[config.mk]
export PLATFORM = sky130hd
export DESIGN_NAME = enc_gray_codec_pipe
export DESIGN_NICKNAME = d
export VERILOG_FILES = /design/src/rtl/enc_gray_codec_pipe.sv
export SDC_FILE = /design/constraint.sdc
export NUM_CORES = 1
export LEC_CHECK = 0
export CORE_MARGIN = 2
export CORE_UTILIZATION = 45
export CTS_CLUSTER_DIAMETER = 120
export DETAILED_ROUTE_END_ITERATION = 6
export MAX_ROUTING_LAYER = met4
export PLACE_DENSITY = 0.74
export SYNTH_ARGS = -nofsm -noshare
export SYNTH_HDL_FRONTEND = slang
export SYNTH_SLANG_ARGS = --single-unit
export TNS_END_PERCENT = 10
[constraint.sdc]
create_clock -name clk -period 2.29 [get_ports clk]
set_clock_uncertainty 0.1 [all_clocks]
set_input_delay 0.458 -clock clk [delete_from_list [all_inputs] [get_ports clk]]
set_output_delay 0.458 -clock clk [all_outputs]
set_load 0.03 [all_outputs]
[src/rtl/enc_gray_codec_pipe.sv]
// rtl/enc_gray_codec_pipe.sv - pipelined binary<->Gray converter with valid/ready handshake.
// Define ENC_GRAY_ROUNDTRIP_CHECK_EN to enable the output round-trip checker that drives out_err.
module enc_gray_codec_pipe #(
  parameter int WIDTH  = 10,
  parameter int STAGES = 2
) (
  input  logic             clk,
  input  logic             rst,
  input  logic             in_valid,
  output logic             in_ready,
  input  logic             in_mode,
  input  logic [WIDTH-1:0] in_data,
  output logic             out_valid,
  input  logic             out_ready,
  output logic             out_mode,
  output logic [WIDTH-1:0] out_data,
  output logic             out_err
);

  localparam int CHUNK = (WIDTH + STAGES - 1) / STAGES;

  typedef logic [WIDTH-1:0] word_t;

  function automatic word_t b2g(input word_t b);
    return b ^ (b >> 1);
  endfunction

  // Resolve Gray bits [hi-1:lo] to binary; bits above hi-1 must already be binary.
  function automatic word_t g2b_part(input word_t w, input int lo, input int hi);
    word_t r;
    r = w;
    for (int i = WIDTH - 2; i >= 0; i--) begin
      if (i >= lo && i < hi) r[i] = r[i+1] ^ r[i];
    end
    return r;
  endfunction

  function automatic word_t g2b_stage(input word_t w, input int s);
    return g2b_part(w, WIDTH - (s + 1) * CHUNK, WIDTH - s * CHUNK);
  endfunction

  logic                          advance;
  logic [STAGES-1:0]             vld_q, vld_d;
  logic [STAGES-1:0]             mode_q, mode_d;
  logic [STAGES-1:0][WIDTH-1:0]  dat_q, dat_d;

`ifdef ENC_GRAY_ROUNDTRIP_CHECK_EN
  function automatic word_t g2b_full(input word_t w);
    return g2b_part(w, 0, WIDTH);
  endfunction

  logic [STAGES-1:0][WIDTH-1:0]  orig_q, orig_d;
  logic                          err_q, err_d;
`endif

  always_comb begin
    advance = ~vld_q[STAGES-1] | out_ready;
    vld_d   = vld_q;
    mode_d  = mode_q;
    dat_d   = dat_q;
`ifdef ENC_GRAY_ROUNDTRIP_CHECK_EN
    orig_d  = orig_q;
    err_d   = err_q;
`endif
    if (advance) begin
      vld_d[0]  = in_valid;
      mode_d[0] = in_mode;
      dat_d[0]  = in_mode ? g2b_stage(in_data, 0) : b2g(in_data);
`ifdef ENC_GRAY_ROUNDTRIP_CHECK_EN
      orig_d[0] = in_data;
`endif
      // Mode 0 words are finished at stage 0 and simply ride along for equal latency.
      for (int s = 1; s < STAGES; s++) begin
        vld_d[s]  = vld_q[s-1];
        mode_d[s] = mode_q[s-1];
        dat_d[s]  = mode_q[s-1] ? g2b_stage(dat_q[s-1], s) : dat_q[s-1];
`ifdef ENC_GRAY_ROUNDTRIP_CHECK_EN
        orig_d[s] = orig_q[s-1];
`endif
      end
`ifdef ENC_GRAY_ROUNDTRIP_CHECK_EN
      err_d = vld_d[STAGES-1] &
              (mode_d[STAGES-1] ? (b2g(dat_d[STAGES-1]) != orig_d[STAGES-1])
                                : (g2b_full(dat_d[STAGES-1]) != orig_d[STAGES-1]));
`endif
    end
  end

  always_ff @(posedge clk) begin
    if (rst) begin
      vld_q  <= '0;
      mode_q <= '0;
      dat_q  <= '0;
`ifdef ENC_GRAY_ROUNDTRIP_CHECK_EN
      orig_q <= '0;
      err_q  <= 1'b0;
`endif
    end else begin
      vld_q  <= vld_d;
      mode_q <= mode_d;
      dat_q  <= dat_d;
`ifdef ENC_GRAY_ROUNDTRIP_CHECK_EN
      orig_q <= orig_d;
      err_q  <= err_d;
`endif
    end
  end

  assign in_ready  = advance;
  assign out_valid = vld_q[STAGES-1];
  assign out_mode  = mode_q[STAGES-1];
  assign out_data  = dat_q[STAGES-1];
`ifdef ENC_GRAY_ROUNDTRIP_CHECK_EN
  assign out_err   = err_q;
`else
  assign out_err   = 1'b0;
`endif

endmodule

==> results.md, run 1 <==
* Switch Pwr at 0.259 mW
* Fillers at roughly 240
* Core footprint at between 2000 and 2500 sq um
* Count leader, synth: nand2_1
* FP Rows at 18
* Worst hold stages at 2
* Clock share of power at a little under a quarter
* Setup CP Type: in2out
* R2R cell count at 4
* Die Height at 55.7 um
* Worst-Margin Slew at 0.507 ns
* Post-synth top cells: nand2_1 (26), dfxtp_1 (24), nor2_1 (13), a21oi_1 (12), buf_4 (11)
* Final-report setup violation count at 0
* CP max FO at 2
* Final period util at about 93%
* Max-slew violations at 0
* Syn nets at 160
* Tot Pwr at 0.937 mW
* Initial antenna violation count at 0
* Critical path cell sequence: clkdlybuf4s50_1 > nor2b_1 > clkinv_1 > dlygate4sd2_1
* Final core occ at 58.5%
* Final Critical Period at roughly 2.1 ns
* Fmax at 472 MHz
* CP peak stage delay at 0.40 ns
* Outcome: complete, no violations
* Setup bufs post-CTS at 0
* Clock Latency Late Sink at approximately 0.31 ns
* Worst rel slew slack at 66.1%
* Setup ws final at 0.171 ns
* Quantity of hold-fixing buffers added after cts at 0
* GRT Overall Usage at 14.6%
* Internal power at between 0.6 and 0.7 mW
* Final Hold Viols at 0
* Final nets at 176
* Setup crit end kind: output port
* RSZ-0062 raised after global routing: false
* Mapped Area at 1200 sq um
* Share of layout cells above drive strength 1 at 5.63%
* Crit path max-delay family: buffers and inverters
* Area Growth Syn to Fin at 21.3%
* Min Hold Slack at ~0.36 ns
* Pre-antenna DRT Iters at 4
* Vias in the first global route at roughly 840
* WL final at 2.00 mm
* Worst path depth at 4
* Register area share after synthesis at 39.9%
* Clock buffer depth at 2
* Async SR Flop Fraction at 0%
* Critical Path AT at approximately 1.6 ns
* Antenna Cells at 0
* Combinational fraction of design power at 25.6%
* Synth warnings at 0
* Largest net degree at the start of global routing at 34
* Wire length per cell at about 11 um
* Via-per-instance ratio at 4.82
* Pwr dens at 641 nW/um^2
* GP Congestion at 0.770
* Hold crit path type: reg2reg
* Max cap viols at 0
* Placement Setup Slack at -0.0546 ns
* Synth area leaders: dfxtp_1 (40%), nand2_1 (8.1%), xnor2_1 (7.3%), buf_4 (6.9%), a211oi_1 (6.2%)
* Buffers on Ports at 27
* Initial drt markers at 7
* Starting Density at 48.2%
* Yosys top cell area share at 39.9%
* Wire length of the first global-routing pass at 3.60 mm
* Sw Share at 27.6%
* CP max stage cell: clkdlybuf4s50_1
* CTS sink cnt at 24
* CTS buffer count at 3
* Count of cell types in the netlist at 24
* CP required at 1.73 ns
* CP bufs+invs at 3
* Sequential share of power at 51.3%
* Number of flops mapped to enable cells by yosys at 0
* Maximum VDD drop at 0.000398 V
* Area leader, netlist: dfxtp_1
* Leak at 0.575 nW
* Final HPWL DP at 1.53 mm
* Post-DRT Antenna Nets at 0
* Ports at 29
* Die ar. at slightly above 3000 sq um
* Gate Count Post-Synth at 145
* Post-route DRC at 0
* H-Tree Level Count at 1
* Root Buffer: clkbuf_4
* Mean Syn Cell Area at slightly above 8 sq um
* Routed via count at roughly 900
* TritonCTS clock tree: built
* Die X at ~56 um
* Post-synth top flop: dfxtp_1
* Synthesized flop and latch total at 24
* Reg clk slew, reported paths at 0.13 ns
* Remaining Overflow, GRT at 0
* Worst Setup Start Kind: input port
-- tightest hold or removal path, stage by stage, from the launching register on --
cell and delay (ns):
dfxtp_1 0.33, nand2_1 0.05, a21oi_1 0.05
-- stage by stage --
stage / area, sq um / setup TNS [ns] / cells
finish: 1460 / 0 / 190
global route: 1460 / 0 / 190
CTS: 1460 / 0 / 190
detailed placement: 1430 / -0.0546 / 186
global placement: 1430 / -0.0687 / 186
floorplan: 1200 / 0 / 145
-- flip-flops by register name, summed over array words and instances, names as in the netlist --
name      count
dat_q        10
mode_q        2
out_data     10
vld_q         2
-- path summary, 6_finish.rpt --
| check | startpoint | endpoint | slack, ns |
|---|---|---|---|
| setup / recovery | out_ready | in_ready | 0.17 |
| hold / removal | out_data[5]$_SDFFE_PP0P_ | out_data[5]$_SDFFE_PP0P_ | 0.36 |
| setup reg to reg | dat_q[5]$_SDFFE_PP0P_ | out_data[0]$_SDFFE_PP0P_ | 0.46 |
| hold reg to reg | out_data[5]$_SDFFE_PP0P_ | out_data[5]$_SDFFE_PP0P_ | 0.36 |
-- metal layers --
layer,global-route usage [%],vias to the layer above,routed length [um]
met4,6.27,0,19
met2,23.6,21,903
met5,-,-,0
met1,17.8,394,984
li1,-,499,-
met3,2.56,2,95
-- cells in the final DEF, fill, tap and decap left out --
cell type        instances
a311oi_1                 1
dlygate4sd2_1            1
conb_1                   1
or3_1                    2
clkbuf_8                 1
nand3b_1                 1
mux2i_1                  1
o21ai_0                  2
xor2_1                   7
and3_1                   1
inv_1                    2
nand2_1                 26
buf_4                    4
a21oi_1                 12
nand2b_1                 1
nand3_1                  1
a211oi_1                10
clkdlybuf4s50_1         26
clkbuf_4                 3
o41ai_1                  1
nor2_1                  13
xnor2_1                 10
dfxtp_1                 24
clkinv_1                 1
xnor3_1                  1
xor3_4                   1
nor2b_1                  6
-- final cells by class --
cell class              count  area [sq um]  area share [%]
clock buffers               4          36.3            2.48
well taps                  30          37.5            2.57
flip-flops and latches     24           480            32.9
repair buffers             31           299            20.5
inverters                   3          11.3           0.771
multi-input cells          98           597            40.8
-- kinds of logic after synthesis --
kind of cell,share of synthesized area [%]
simple gates,18.4
xor+xnor,16.5
compound gates,13.5
buf+inv,10.6
other cells,0.311
mux,0.831
flops,39.9
-- power by group through the flow --
stage               clock [mW]  combinational (mW)  sequential [mW]
finish                   0.217               0.240            0.481
CTS                      0.226               0.243            0.482
global route             0.242               0.263            0.487
detailed placement           0               0.242            0.491
floorplan                    0               0.184            0.487
global placement             0               0.238            0.489
-- repair_timing --
action | 4_1_cts | 5_1_grt
endpoints found under the setup margin | 1 | 0
endpoints found under the hold margin | 0 | 0
resized for setup | 1 | 0
Power figures use the tool's default switching activity.
==> run 2: changes to the inputs <==
--- a/config.mk
+++ b/config.mk
@@ -5,12 +5,13 @@
 export SDC_FILE = /design/constraint.sdc
 export NUM_CORES = 1
 export LEC_CHECK = 0
+export CAP_MARGIN = 5
 export CORE_MARGIN = 2
 export CORE_UTILIZATION = 45
-export CTS_CLUSTER_DIAMETER = 120
 export DETAILED_ROUTE_END_ITERATION = 6
 export MAX_ROUTING_LAYER = met4
 export PLACE_DENSITY = 0.74
+export SLEW_MARGIN = 25
 export SYNTH_ARGS = -nofsm -noshare
 export SYNTH_HDL_FRONTEND = slang
 export SYNTH_SLANG_ARGS = --single-unit
==> results of run 2 <==
No change in the layout: final DEF, timing and power equal those of run 1.
